**src/rtl/encoder_emu_pkg.sv**
```systemverilog
// Shared types and quadrature tables for the rotary encoder emulator.
// Table entries are {A,B}; index 0 is the first phase after leaving detent.
package encoder_emu_pkg;

  typedef enum logic [1:0] {
    OP_LEFT  = 2'b00,
    OP_RIGHT = 2'b01,
    OP_PRESS = 2'b10,
    OP_RSVD  = 2'b11
  } op_e;

  typedef enum logic [2:0] {
    ST_IDLE,
    ST_ROT,
    ST_GAP,
    ST_PRESS,
    ST_RELEASE
  } state_e;

  // Left: A rises while B=0; right: A rises while B=1.
  localparam logic [3:0][1:0] LEFT_SEQ  = {2'b11, 2'b10, 2'b00, 2'b01};
  localparam logic [3:0][1:0] RIGHT_SEQ = {2'b11, 2'b01, 2'b00, 2'b10};

endpackage

```
**src/rtl/rotary_encoder_emulator_tick_timer.sv**
```systemverilog
// Loadable down-counter; holds at zero and flags terminal count there.
// Loading N-1 yields a flag after exactly N cycles in the loading state.
module tick_timer #(
  parameter int W = 8
) (
  input  logic         clk_2kHZ,
  input  logic         rst,
  input  logic         load_i,
  input  logic [W-1:0] load_val_i,
  output logic         tc_o
);

  logic [W-1:0] count_q;

  always_ff @(posedge clk_2kHZ or posedge rst) begin
    if (rst) begin
      count_q <= '0;
    end else if (load_i) begin
      count_q <= load_val_i;
    end else if (count_q != '0) begin
      count_q <= count_q - W'(1);
    end
  end

  assign tc_o = (count_q == '0);

endmodule

```
**src/rtl/rotary_encoder_emulator.sv**
```systemverilog
// Transmit side of the rotary encoder interface: emits A/B quadrature steps
// and SW presses with timing the board's encoder decoder qualifies cleanly.
module rotary_encoder_emulator
  import encoder_emu_pkg::*;
#(
  parameter int PHASE_TICKS   = 4,
  parameter int GAP_TICKS     = 8,
  parameter int PRESS_TICKS   = 100,
  parameter int RELEASE_TICKS = 100,
  parameter int CNT_W         = 8
) (
  input  logic             clk_2kHZ,
  input  logic             rst,
  input  logic             cmd_valid,
  output logic             cmd_ready,
  input  logic [1:0]       cmd_op,
  input  logic [CNT_W-1:0] cmd_count,
  output logic             oA,
  output logic             oB,
  output logic             oSW,
  output logic             busy,
  output logic             done,
  output logic [CNT_W-1:0] steps_left
);

  localparam int T_MAX_A = (PHASE_TICKS > GAP_TICKS) ? PHASE_TICKS : GAP_TICKS;
  localparam int T_MAX_B = (PRESS_TICKS > RELEASE_TICKS) ? PRESS_TICKS : RELEASE_TICKS;
  localparam int T_MAX   = (T_MAX_A > T_MAX_B) ? T_MAX_A : T_MAX_B;
  localparam int TIMER_W = $clog2(T_MAX + 1);

  localparam logic [TIMER_W-1:0] PHASE_LD   = TIMER_W'(PHASE_TICKS - 1);
  localparam logic [TIMER_W-1:0] GAP_LD     = TIMER_W'(GAP_TICKS - 1);
  localparam logic [TIMER_W-1:0] PRESS_LD   = TIMER_W'(PRESS_TICKS - 1);
  localparam logic [TIMER_W-1:0] RELEASE_LD = TIMER_W'(RELEASE_TICKS - 1);

  state_e           state_q, state_d;
  op_e              op_q, op_d;
  logic [1:0]       phase_q, phase_d;
  logic [CNT_W-1:0] steps_q, steps_d;
  logic             a_q, a_d, b_q, b_d, sw_q, sw_d, done_q, done_d;

  logic                   tmr_load;
  logic [TIMER_W-1:0]     tmr_val;
  logic                   tmr_tc;
  logic [3:0][1:0]        seq;

  tick_timer #(.W(TIMER_W)) u_timer (
    .clk_2kHZ   (clk_2kHZ),
    .rst        (rst),
    .load_i     (tmr_load),
    .load_val_i (tmr_val),
    .tc_o       (tmr_tc)
  );

  always_ff @(posedge clk_2kHZ or posedge rst) begin
    if (rst) begin
      state_q <= ST_IDLE;
      op_q    <= OP_LEFT;
      phase_q <= 2'd0;
      steps_q <= '0;
      a_q     <= 1'b1;
      b_q     <= 1'b1;
      sw_q    <= 1'b1;
      done_q  <= 1'b0;
    end else begin
      state_q <= state_d;
      op_q    <= op_d;
      phase_q <= phase_d;
      steps_q <= steps_d;
      a_q     <= a_d;
      b_q     <= b_d;
      sw_q    <= sw_d;
      done_q  <= done_d;
    end
  end

  assign seq = (op_q == OP_RIGHT) ? RIGHT_SEQ : LEFT_SEQ;

  always_comb begin
    state_d  = state_q;
    op_d     = op_q;
    phase_d  = phase_q;
    steps_d  = steps_q;
    a_d      = a_q;
    b_d      = b_q;
    sw_d     = sw_q;
    done_d   = 1'b0;
    tmr_load = 1'b0;
    tmr_val  = '0;

    case (state_q)
      ST_IDLE: begin
        a_d  = 1'b1;
        b_d  = 1'b1;
        sw_d = 1'b1;
        if (cmd_valid) begin
          op_d     = op_e'(cmd_op);
          tmr_load = 1'b1;
          // Null commands take one RELEASE cycle so done lands a cycle later.
          state_d  = ST_RELEASE;
          tmr_val  = '0;
          if ((op_e'(cmd_op) == OP_LEFT || op_e'(cmd_op) == OP_RIGHT) && cmd_count != '0) begin
            state_d    = ST_ROT;
            phase_d    = 2'd0;
            steps_d    = cmd_count;
            tmr_val    = PHASE_LD;
            {a_d, b_d} = (op_e'(cmd_op) == OP_RIGHT) ? RIGHT_SEQ[0] : LEFT_SEQ[0];
          end else if (op_e'(cmd_op) == OP_PRESS) begin
            state_d = ST_PRESS;
            sw_d    = 1'b0;
            tmr_val = PRESS_LD;
          end
        end
      end

      ST_ROT: begin
        if (tmr_tc) begin
          if (phase_q != 2'd3) begin
            phase_d    = phase_q + 2'd1;
            {a_d, b_d} = seq[phase_q + 2'd1];
            tmr_load   = 1'b1;
            tmr_val    = PHASE_LD;
            if (phase_q == 2'd2 && steps_q != '0) begin
              steps_d = steps_q - CNT_W'(1);
            end
          end else if (steps_q == '0) begin
            state_d = ST_IDLE;
            done_d  = 1'b1;
          end else begin
            state_d  = ST_GAP;
            tmr_load = 1'b1;
            tmr_val  = GAP_LD;
          end
        end
      end

      ST_GAP: begin
        if (tmr_tc) begin
          state_d    = ST_ROT;
          phase_d    = 2'd0;
          {a_d, b_d} = seq[0];
          tmr_load   = 1'b1;
          tmr_val    = PHASE_LD;
        end
      end

      ST_PRESS: begin
        if (tmr_tc) begin
          state_d  = ST_RELEASE;
          sw_d     = 1'b1;
          tmr_load = 1'b1;
          tmr_val  = RELEASE_LD;
        end
      end

      ST_RELEASE: begin
        if (tmr_tc) begin
          state_d = ST_IDLE;
          done_d  = 1'b1;
        end
      end

      default: begin
        state_d = ST_IDLE;
      end
    endcase
  end

  assign cmd_ready  = (state_q == ST_IDLE);
  assign busy       = (state_q != ST_IDLE);
  assign oA         = a_q;
  assign oB         = b_q;
  assign oSW        = sw_q;
  assign done       = done_q;
  assign steps_left = steps_q;

endmodule

```
**config.mk**
```make
export PLATFORM = sky130hd
export DESIGN_NAME = rotary_encoder_emulator
export DESIGN_NICKNAME = d
export VERILOG_FILES = /design/src/rtl/encoder_emu_pkg.sv /design/src/rtl/rotary_encoder_emulator_tick_timer.sv /design/src/rtl/rotary_encoder_emulator.sv
export SDC_FILE = /design/constraint.sdc
export NUM_CORES = 1
export LEC_CHECK = 0
export ABC_AREA = 1
export CORE_MARGIN = 2
export CORE_UTILIZATION = 35
export DETAILED_ROUTE_END_ITERATION = 12
export PLACE_DENSITY = 0.68
export SETUP_SLACK_MARGIN = 0.5
export SLEW_MARGIN = 25
export SYNTH_ARGS = -nofsm -noshare
export SYNTH_HDL_FRONTEND = slang
export SYNTH_SLANG_ARGS = --single-unit
```
**constraint.sdc**
```tcl
create_clock -name clk_2kHZ -period 4.01 [get_ports clk_2kHZ]
set_input_delay 0.802 -clock clk_2kHZ [delete_from_list [all_inputs] [get_ports clk_2kHZ]]
set_output_delay 0.802 -clock clk_2kHZ [all_outputs]
set_load 0.01 [all_outputs]
```
=== Word level (Yosys, flattened, before mapping) ===
Index checks and enable logic that the tools add are counted.

* Word-level logic and storage cells: 117
* Output and inout bits: 14
* Bits of input ports: 13
* Register bits after elaboration: 26

* Mux-type cells: 64
* Add/subtract/negate cells: 3
* Reductions and logical operators: 22
* Magnitude comparators: 1
* Equal/unequal tests: 18

{| class="wikitable"
|+ Operator list
! kind !! number
|-
| two-way mux 7 bit || 6
|-
| two-way mux 8 bit || 5
|-
| two-way mux 3 bit || 11
|-
| one-hot mux 7 bit (4 select lines) || 1
|-
| two-way mux 1 bit || 22
|-
| two-way mux 2 bit || 9
|-
| inequality test 2 bit, second input constant || 9
|-
| AND reduction 6 bit || 3
|-
| one-hot mux 8 bit (2 select lines) || 1
|-
| nonzero test 8 bit || 2
|-
| one-hot mux 3 bit (5 select lines) || 1
|-
| one-hot mux 1 bit (3 select lines) || 3
|-
| zero test 8 bit || 1
|-
| subtractor 8 x 1 -> 8 bit, second input constant || 1
|-
| zero test 7 bit || 1
|-
| nonzero test 7 bit || 1
|-
| subtractor 7 x 1 -> 7 bit, second input constant || 1
|-
| equality test 3 x 2 -> 1 bit, second input constant || 2
|-
| two-way mux 6 bit || 1
|-
| one-hot mux 2 bit (3 select lines) || 1
|-
| nonzero test 2 bit || 3
|-
| nonzero test 3 bit || 2
|-
| binary-select mux 2 bit (select 2 bit) || 1
|-
| equality test 2 x 1 -> 1 bit, second input constant || 2
|-
| 14 further kinds || 18
|}

=== Depth between registers and ports, before layout ===
Gate-level depths: netlist of the first run.

* Depth after elaboration: 7
* Depth in mapped cells: 12
* Mapped depth without buffers: 12

=== Modules after synthesis ===
Synthesis of the first run repeated with hierarchy kept, for this count alone.

* Cell total of the unflattened synthesis: 296
* Area total of the unflattened synthesis: 1,978.1 um2

{| class="wikitable"
|+ Modules (own cells, without submodules)
! module !! times used !! cells each !! sequential area each (um2) !! area each (um2)
|-
| rotary_encoder_emulator || 1 || 227 || 479.2 || 1,463.9
|-
| tick_timer || 1 || 69 || 175.2 || 514.2
|}

=== Worst setup path after synthesis of the first run ===
No wires, ideal clock.

* Path kind: input to register
* Start point: input port cmd_count[7]
* End point: register steps_q[0] (netlist: steps_left[0])
* Setup time: 0.118 ns
* Path slack: 2.303 ns
* Arrival: 1.590 ns
* Required time: 3.892 ns
* Cell stages on the path: 8
* Buffers on the path: 0
* Path through: nor2_1 nand2_1 o21ai_0 nand2_1 nand3_1 nor2_4 nand2_1 nand2_1

* Longest elaborated chain between the ends: 4

{| class="wikitable"
|+ RTL lines
! element !! line !! text
|-
| from (decl) || rotary_encoder_emulator.sv:17 || <nowiki>input logic [CNT_W-1:0] cmd_count,</nowiki>
|-
| nonzero test 8 bit || rotary_encoder_emulator.sv:102 || <nowiki>if ((op_e'(cmd_op) == OP_LEFT || op_e'(cmd_op) == OP_RIGHT) && cmd_count != '0) begin</nowiki>
|-
| logical AND 1 bit || rotary_encoder_emulator.sv:102 ||
|-
| inequality test 2 x 1 -> 1 bit (no source line) || - ||
|-
| AND reduction 6 bit (no source line) || - ||
|-
| to (signal assigned) || rotary_encoder_emulator.sv:69 || <nowiki>steps_q <= steps_d;</nowiki>
|-
| to (decl) || rotary_encoder_emulator.sv:39 || <nowiki>logic [CNT_W-1:0] steps_q, steps_d;</nowiki>
|}

Every way passes these cells.
A chain may end at the register's enable or synchronous reset.

=== Final worst setup path of the first run ===
* Start point: register state_q[0]
* End point: output port cmd_ready

* Longest elaborated chain between the ends: 1

{| class="wikitable"
|+ RTL lines
! element !! line !! text
|-
| from (decl) || rotary_encoder_emulator.sv:36 || <nowiki>state_e state_q, state_d;</nowiki>
|-
| from (signal assigned) || rotary_encoder_emulator.sv:66 || <nowiki>state_q <= state_d;</nowiki>
|-
| zero test 3 bit || rotary_encoder_emulator.sv:169 || <nowiki>assign cmd_ready = (state_q == ST_IDLE);</nowiki>
|-
| to (decl) || rotary_encoder_emulator.sv:15 || <nowiki>output logic cmd_ready,</nowiki>
|}

Every way passes these cells.

==> run_results.csv, run 1 <==
group,metric,value,unit
outcome,status,"completed",
logic_synthesis,ys_types,27,
setup_path,r2r-start,"u_timer.count_q[0]$_DFFE_PP0P_",
logic_synthesis,synth_nets,293,
setup_path,start_kind,"register",
routing,drt_iter0_drc,63,
setup_path,path_class,"register to primary output",
floorplanning,rows,26,
power_and_ir_drop,peakVddDrop,0.291,mV
clock_tree,h-tree-depth,1,
power_and_ir_drop,power_density,793,nW/um^2
logic_synthesis,syn_area_per_cell,6.55,sq um
cells_and_area,layout.nets,321,
setup_path,r2r.worst_path.cells,10,
setup_path,reg2reg_to,"steps_left[1]$_DFFE_PP0P_",
clock_tree,cts_resized,0,
sta,slew_headroom,62.1,%
sta,rsz0062_at_grt,"no",
routing,drcViolationCount,0,
power_and_ir_drop,p_leak,1.10,nW
global_route,gr-total-overflow,0,
sta,fin_skew,8.07,ps
routing,vias,1771,
floorplanning,die_area,5730,sq um
hold_path,min_from,"oA$_DFFE_PP1P_",
sta,setup_viol,0,
setup_path,crit_fanout,6,
logic_synthesis,netlist_instances,275,
hold_path,whs_path_depth,2,
clock_tree,cts_buffer_depth,2,
clock_tree,cts-root-buf,"clkbuf_8",
setup_path,crit_path_end_kind,"primary output",
hold_path,worst_hold_path_type,"register to register",
global_route,antenna_found_initial,0,
sta,fin_setup_tns,0,ps
cells_and_area,num_antenna_cells,0,
clock_tree,clk_latency,280,ps
global_route,grt_pass1_vias,1681,
floorplanning,core-area,5040,sq um
global_route,grt_usage,16.6,%
global_route,grt_pass1_wl,7380,microns
routing,detail-route-antenna-nets,0,
clock_tree,cts_tree,"yes",
routing,avgViaCountPerCell,4.76,
setup_path,required,3210,ps
sta,whs,506,ps
sta,fin_crit_sh,65.7,%
cells_and_area,drive_above_1_share,8.94,%
clock_tree,cts_sinks,26,
floorplanning,pin_count,27,
setup_path,reg2reg_slack,2020,ps
sta,timing.fmax,0.380,GHz
routing,wl_per_cell,11.4,microns
cells_and_area,area_growth,22.2,%
job,drv_cap,0,
clock_tree,clk_pin_slew,100,ps
sta,maxSlewViolCount,0,
placement,place_hpwl,3220,microns
clock_tree,numCtsBuffers,3,
placement,gp_congestion,0.871,
global_route,grt_start_max_net_pins,27,
hold_path,min_to,"oA$_DFFE_PP1P_",
sta,period_needed,2630,ps
logic_synthesis,seq_area_frac_synth,36.3,%
logic_synthesis,synth_warnings,0,
placement,placed_area,2130,sq um
cells_and_area,n_fill_cell,549,
cells_and_area,post-route-util,43.6,%
floorplanning,die_h,75.7,microns
clock_tree,post_cts_buffers,0,
placement,portBuffers,26,
logic_synthesis,synthesis.area,1800,sq um
cells_and_area,final_area,2200,sq um
floorplanning,initial_utilization,35.7,%
clock_tree,cts_hold_buffers,0,
logic_synthesis,ys_ff_latch,26,
floorplanning,fp.dieW,75.7,microns
sta,hold_viol,0,
setup_path,critPathArrivalTime,1830,ps
routing,drt-total-wl,4240,microns
routing,drt_pass1_iterations,5,
sta,tightest_slew,568,ps
## power by group
part / internal [mW] / switching [mW] / total, mW
Sequential: 0.388 / 0.111 / 0.498
Combinational: 0.403 / 0.619 / 1.02
Clock: 0.134 / 0.0914 / 0.225
Total: 0.925 / 0.821 / 1.75
## placed cells by master, fill, tap and decap left out, types with 2 or more instances in the layout
master,synthesis,routed
dfstp_2,3,3
inv_1,27,26
nand4_1,2,2
nand2_2,3,3
nor2_2,3,3
dfrtp_1,23,23
o21ai_0,18,18
nor2_1,44,44
nor2_4,2,2
o21ai_1,4,4
nand3_1,12,12
ha_1,5,5
nor3_1,6,6
a21oi_1,7,7
clkdlybuf4s50_1,0,26
clkbuf_8,0,3
xor2_1,3,3
a22oi_1,2,2
inv_2,8,9
nand2_1,92,92
xnor2_1,2,2
## critical path, cell delays in order, from the launching register on
cell,delay [ps]
dfrtp_1,480
nor2_2,290
nand2_4,110
inv_2,130
clkdlybuf4s50_1,550
## stage by stage
step | power [mW] | worst slack (ps) | cells
6_report | 1.75 | 1380 | 372
5_1_grt | 1.93 | 1300 | 372
4_1_cts | 1.76 | 1380 | 372
3_5_place_dp | 1.53 | 1670 | 368
3_3_place_gp | 1.51 | 1690 | 368
2_1_floorplan | 1.22 | 2300 | 275
## cell usage after synthesis, drive strengths merged
library cell  instances  share of area, %
nor3                  6               1.7
nand4                 3               1.4
a22oi                 2              0.83
clkbuf                1              0.21
o21bai                1              0.42
o31ai                 1              0.42
xor2                  3               1.5
buf                   2              0.83
dfstp                 3               4.4
xnor2                 2              0.97
dfrtp                23                32
inv                  35               7.3
nand3b                1              0.42
ha                    5               3.5
o21ai                22               6.1
nor2                 49                11
nand2                96                21
nand3                13               3.9
a21oi                 7               1.9
## worst max-delay path by stage
stage                                start                   endpoint  slack, ps  cells past startpoint
floorplan                     cmd_count[7]  steps_left[0]$_DFFE_PP0P_       2300                      8
global placement    state_q[0]$_DFFE_PP0P_                  cmd_ready       1690                      4
detailed placement            cmd_count[0]  steps_left[2]$_DFFE_PP0P_       1670                      9
CTS                 state_q[0]$_DFFE_PP0P_                  cmd_ready       1380                      4
global route        state_q[0]$_DFFE_PP0P_                  cmd_ready       1300                      4
finish              state_q[0]$_DFFE_PP0P_                  cmd_ready       1380                      4
## kinds of logic after synthesis
| family | share of synthesized area [%] |
|---|---|
| AO/OA/AOI/OAI | 9.73 |
| buffers and inverters | 8.34 |
| XOR/XNOR | 2.43 |
| adder cells (fa/ha/maj) | 3.47 |
| AND/OR/NAND/NOR | 39.7 |
| flip-flops | 36.3 |
## cell type report
type / instances / area, sq um / area share [%]
repair buffers: 26 / 260 / 11.8
inverters: 35 / 131 / 5.97
clock inverters: 1 / 30.0 / 1.36
flip-flops and latches: 26 / 654 / 29.7
clock buffers: 3 / 41.3 / 1.88
well taps: 70 / 87.6 / 3.98
multi-input cells: 211 / 996 / 45.3
## flip-flops by register name, summed over array words and instances (netlist names)
name and count:
state_q 3, op_q 2, phase_q 2, oA 1, oSW 1, u_timer.count_q 7, done 1, oB 1
steps_left 8
## metal layers
layer / GRT usage (%) / share of wire [%]
met1: 21.5 / 47
met2: 29.5 / 48
met3: 1.98 / 3.6
met4: 4.09 / 1.1
met5: 0 / 0
No activity file was read; power rests on OpenSTA's default activity.
==> inputs of run 2 (changes only) <==
Clock period 4.01 ns to 2.55 ns, I/O delays scaled along.
==> run_results.csv, run 2 (synthesis results as in run 1) <==
group,metric,value,unit
outcome,status,"completed",
cells_and_area,final_cell_mix,"nand2_1 (92), nor2_1 (44), inv_1 (27), clkdlybuf4s50_1 (25), dfrtp_1 (21)",
setup_path,worstPathCellList,"inv_2 > nand2_4 > clkdlybuf4s50_1",
global_route,gr-total-overflow,0,
hold_path,worst_hold_path_type,"register to register",
sta,maxSlewViolCount,0,
setup_path,start_kind,"register",
cells_and_area,n_fill_cell,530,
sta,fin_crit_sh,79.5,%
setup_path,r2r-start,"u_timer.count_q[0]$_DFFE_PP0P_",
cells_and_area,largest_reg_flops,8,
setup_path,reg2reg_to,"steps_left[2]$_DFFE_PP0P_",
setup_path,crit_path_end_kind,"primary output",
clock_tree,clk_latency,280,ps
sta,slew_headroom,75.9,%
sta,period_needed,2030,ps
floorplanning,die_area,5730,sq um
sta,rsz0062_at_grt,"yes",
floorplanning,die_h,75.7,microns
placement,portBuffers,26,
routing,drcViolationCount,0,
clock_tree,numCtsBuffers,3,
power_and_ir_drop,clockPowerShare,10.5,%
setup_path,crit_fanout,5,
power_and_ir_drop,p_leak,1.11,nW
clock_tree,cts_buffer_depth,2,
clock_tree,cts_tree,"yes",
floorplanning,pin_count,27,
clock_tree,clk_pin_slew,100,ps
job,drv_cap,0,
floorplanning,fp.dieW,75.7,microns
power_and_ir_drop,seqPwrFrac,28.9,%
floorplanning,rows,26,
global_route,grt_pass1_wl,7480,microns
routing,drt_iter0_drc,58,
setup_path,path_class,"register to primary output",
routing,detail-route-antenna-nets,0,
global_route,grt_pass1_vias,1738,
routing,avgViaCountPerCell,4.73,
global_route,grt_start_max_net_pins,27,
routing,wl_met3,134,microns
clock_tree,cts-root-buf,"clkbuf_8",
routing,wl_per_cell,11.7,microns
setup_path,critPathArrivalTime,1520,ps
cells_and_area,area_growth,23.5,%
clock_tree,cts_sinks,26,
floorplanning,initial_utilization,35.7,%
setup_path,path_depth,3,
power_and_ir_drop,peakVddDrop,0.471,mV
hold_path,min_from,"oA$_DFFE_PP1P_",
setup_path,r2r.worst_path.cells,9,
global_route,grt_usage,17.1,%
power_and_ir_drop,power_density,1220,nW/um^2
clock_tree,cts_hold_buffers,0,
routing,drt-total-wl,4400,microns
sta,tightest_slew,359,ps
placement,place_hpwl,3300,microns
sta,fin_skew,4.63,ps
power_and_ir_drop,power_frac_comb,60.7,%
setup_path,critPathTopFamily,"buffers and inverters",
cells_and_area,num_antenna_cells,0,
cells_and_area,layout_commonest_cell,"nand2_1",
setup_path,cp_num_buf_inv,2,
routing,vias,1772,
hold_path,whs_path_depth,2,
placement,gp_congestion,0.831,
routing,highest_layer,"met4",
routing,drt-met1-wl,2030,microns
setup_path,slowest_delay,540,ps
global_route,antenna_found_initial,0,
sta,fin_setup_tns,0,ps
power_and_ir_drop,power,2.72,mW
sta,setup_viol,0,
setup_path,reg2reg_slack,720,ps
power_and_ir_drop,p_sw,1.32,mW
cells_and_area,layout.nets,324,
sta,hold_viol,0,
routing,dr_wl_met2,2170,microns
setup_path,critical_path.slowest_cell,"clkdlybuf4s50_1",
power_and_ir_drop,switching_share,48.4,%
hold_path,min_to,"oA$_DFFE_PP1P_",
power_and_ir_drop,p_int,1.40,mW
cells_and_area,drive_above_1_share,10.2,%
routing,drt_pass1_iterations,4,
setup_path,required,2040,ps
clock_tree,h-tree-depth,1,
floorplanning,core-area,5040,sq um
sta,timing.fmax,0.494,GHz
-- run 2: changes by cell type in the layout (fill, tap and decap cells not counted), sizes merged --
cell	before	now
buf	0	3
bufinv	1	0
clkbuf	3	4
clkdlybuf4s50	26	25
dlygate4sd2	0	1
-- run 2: timing repair --
item,in CTS,in global routing
pin swaps,0,0
setup buffers,1,0
setup endpoints to repair,2,5
endpoints found under the hold margin,0,0
gates cloned,0,0
gates resized for setup,4,2
-- run 2: power groups by stage --
| stage | registers, mW | clock network [mW] | logic [mW] |
|---|---|---|---|
| after floorplan | 0.788 | 0 | 1.13 |
| after global placement | 0.789 | 0 | 1.59 |
| after detailed placement | 0.791 | 0 | 1.62 |
| after CTS | 0.786 | 0.289 | 1.65 |
| after global routing | 0.811 | 0.302 | 1.88 |
| final | 0.785 | 0.284 | 1.65 |
-- run 2: tightest hold or removal path, cell delays in order, from the launching register on --
cell and delay, ps:
dfstp_2 380, nor2_1 90, a21oi_1 50
-- run 2: metrics by stage --
step / util [%] / instance area (sq um) / std cells / hold slack (ps) / setup WS (ps)
floorplan: - / 1800 / 275 / 488 / 1050
global placement: 42.5 / 2140 / 370 / 498 / 533
detailed placement: 42.5 / 2140 / 370 / 501 / 473
CTS: 43.9 / 2210 / 375 / 515 / 539
global route: 44.1 / 2220 / 375 / 548 / 491
finish: 44.1 / 2220 / 375 / 510 / 524
-- run 2: per-layer routing --
layer / up-vias / track usage, %
met5: - / 0
met4: 0 / 6.82
met3: 6 / 2.51
met2: 40 / 29.6
met1: 812 / 21.3
li1: 914 / -
-- run 2: layout make-up --
| type | count | area (sq um) | share of cell area [%] |
|---|---|---|---|
| multi-input combinational | 211 | 1010 | 45.4 |
| clock buffer | 4 | 55.1 | 2.48 |
| inverter | 35 | 134 | 6.02 |
| sequential | 26 | 657 | 29.5 |
| timing repair buffer | 29 | 282 | 12.7 |
| tap | 70 | 87.6 | 3.94 |
-- run 2: how the worst max path moves through the flow --
stage                                              start                        endpoint  slack [ps]
after floorplan           u_timer.count_q[0]$_DFFE_PP0P_  u_timer.count_q[1]$_DFFE_PP0P_        1050
after global placement            state_q[0]$_DFFE_PP0P_                       cmd_ready         530
after detailed placement                    cmd_count[2]       steps_left[2]$_DFFE_PP0P_         470
after CTS                         state_q[1]$_DFFE_PP0P_                            busy         540
after global routing              state_q[1]$_DFFE_PP0P_                            busy         490
final                             state_q[1]$_DFFE_PP0P_                            busy         520
==> inputs of run 3 (changes only) <==
Clock period 2.55 ns to 2.03 ns, I/O delays scaled along.
==> run_results.csv, run 3 (synthesis results as in run 1) <==
group,metric,value,unit
outcome,status,"completed",
cells_and_area,area_growth,57.5,%
cells_and_area,layout.nets,368,
global_route,gr-total-overflow,0,
routing,drcViolationCount,0,
routing,highest_layer,"met4",
cells_and_area,stdcell_count,419,
cells_and_area,final_cell_mix,"nand2_1 (82), buf_4 (36), nor2_1 (33), dfrtp_1 (23), inv_1 (19)",
clock_tree,cts_sinks,26,
clock_tree,cts_hold_buffers,0,
sta,fin_crit_sh,82.3,%
sta,timing.fmax,0.599,GHz
sta,period_needed,1670,ps
floorplanning,initial_utilization,35.7,%
global_route,grt_start_max_net_pins,27,
clock_tree,numCtsBuffers,3,
clock_tree,cts_buffer_depth,2,
cells_and_area,final_area,2840,sq um
sta,tightest_slew,435,ps
global_route,antenna_found_initial,0,
floorplanning,pin_count,27,
setup_path,required,2210,ps
routing,drt-met1-wl,2280,microns
routing,drt_pass1_iterations,4,
cells_and_area,drive_above_1_share,34.1,%
clock_tree,cts-root-buf,"clkbuf_8",
placement,dp_cells,376,
global_route,grt_usage,20.2,%
placement,gp_congestion,0.866,
power_and_ir_drop,p_int,2.40,mW
placement,portBuffers,26,
hold_path,worst_hold_path_type,"primary input to asynchronous set/reset pin",
global_route,grt_pass1_wl,8780,microns
job,drv_cap,0,
floorplanning,core-area,5040,sq um
global_route,grt_pass1_vias,1939,
cells_and_area,num_antenna_cells,0,
clock_tree,clk_pin_slew,100,ps
power_and_ir_drop,seqPwrFrac,20.7,%
routing,vias,2046,
placement,placed_area,2190,sq um
power_and_ir_drop,clockPowerShare,7.2,%
placement,pre_cts_slack,99.6,ps
floorplanning,rows,26,
power_and_ir_drop,p_sw,2.20,mW
routing,avgViaCountPerCell,4.88,
sta,slew_headroom,70.7,%
sta,hold_viol,0,
routing,detail-route-antenna-nets,0,
power_and_ir_drop,p_leak,1.43,nW
sta,fin_skew,9.12,ps
setup_path,crit_path_end_kind,"register",
power_and_ir_drop,peakVddDrop,0.762,mV
routing,dr_wl_met2,2960,microns
routing,drt-total-wl,5640,microns
cells_and_area,largest_reg_flops,8,
power_and_ir_drop,power_density,1620,nW/um^2
cells_and_area,post-route-util,56.3,%
setup_path,critPathArrivalTime,1850,ps
clock_tree,h-tree-depth,1,
floorplanning,die_h,75.7,microns
routing,drt_iter0_drc,160,
floorplanning,fp.dieW,75.7,microns
routing,wl_per_cell,13.5,microns
setup_path,start_kind,"register",
clock_tree,clk_latency,290,ps
power_and_ir_drop,power_frac_comb,72.1,%
power_and_ir_drop,switching_share,47.7,%
setup_path,path_class,"register to register",
sta,maxSlewViolCount,0,
setup_path,crit_fanout,4,
placement,place_hpwl,3280,microns
floorplanning,die_area,5730,sq um
sta,setup_viol,0,
sta,rsz0062_at_grt,"yes",
clock_tree,cts_tree,"yes",
sta,fin_setup_tns,0,ps
routing,wl_met3,206,microns
cells_and_area,n_fill_cell,455,
cells_and_area,layout_commonest_cell,"nand2_1",
sta,fin_ws,360,ps
run 3: power groups by stage:
| stage | sequential (mW) | clock [mW] | combinational, mW |
|---|---|---|---|
| finish | 0.953 | 0.330 | 3.31 |
| global route | 0.973 | 0.354 | 3.65 |
| CTS | 0.931 | 0.328 | 2.70 |
| detailed placement | 0.979 | 0 | 2.11 |
| global placement | 0.979 | 0 | 2.08 |
| floorplan | 0.990 | 0 | 1.42 |
run 3: critical path, cell delays in order, from the launching register on:
cell and delay [ps]:
dfrtp_1 430, buf_6 130, buf_6 110, inv_4 50, nand3_4 140, nor2_4 230
nor2_4 50, nand2_2 90, nand2_4 80, nand2_4 100, inv_2 40, nand2_1 50
nand2_1 50
run 3: metrics by stage:
stage                     total power [mW]  hold WS (ps)
final                                 4.60           477
after global routing                  4.98           530
after CTS                             3.96           500
after detailed placement              3.09           498
after global placement                3.06           497
after floorplan                       2.41           444
run 3: cell type report:
| class | count | area, sq um | area share, % |
|---|---|---|---|
| timing repair buffer | 73 | 661 | 23.3 |
| clock buffer | 4 | 45.0 | 1.59 |
| tap | 70 | 87.6 | 3.09 |
| multi-input combinational | 211 | 1240 | 43.8 |
| inverter | 35 | 146 | 5.16 |
| sequential | 26 | 654 | 23.1 |
run 3: final timing paths:
kind,startpoint,slack [ps],cells after the start,end
setup / recovery,state_q[2]$_DFFE_PP0P_,360,12,u_timer.count_q[1]$_DFFE_PP0P_
hold reg to reg,oB$_DFFE_PP1P_,510,2,oB$_DFFE_PP1P_
min in group clk_2kHZ,oB$_DFFE_PP1P_,510,2,oB$_DFFE_PP1P_
setup reg to reg,state_q[2]$_DFFE_PP0P_,360,12,u_timer.count_q[1]$_DFFE_PP0P_
hold / removal,rst,480,3,u_timer.count_q[1]$_DFFE_PP0P_
max in group asynchronous,rst,1230,3,oB$_DFFE_PP1P_
run 3: per-layer routing:
metal / vias up / track usage, %
met4: 0 / 7.60
met2: 60 / 37.0
met1: 954 / 24.0
li1: 1012 / -
met5: - / 0
met3: 20 / 2.51
run 3: timing repair:
action / CTS / global route
pin swaps: 18 / 22
endpoints found under the setup margin: 36 / 26
setup buffers: 25 / 14
gates resized for setup: 62 / 47
endpoints found under the hold margin: 0 / 0
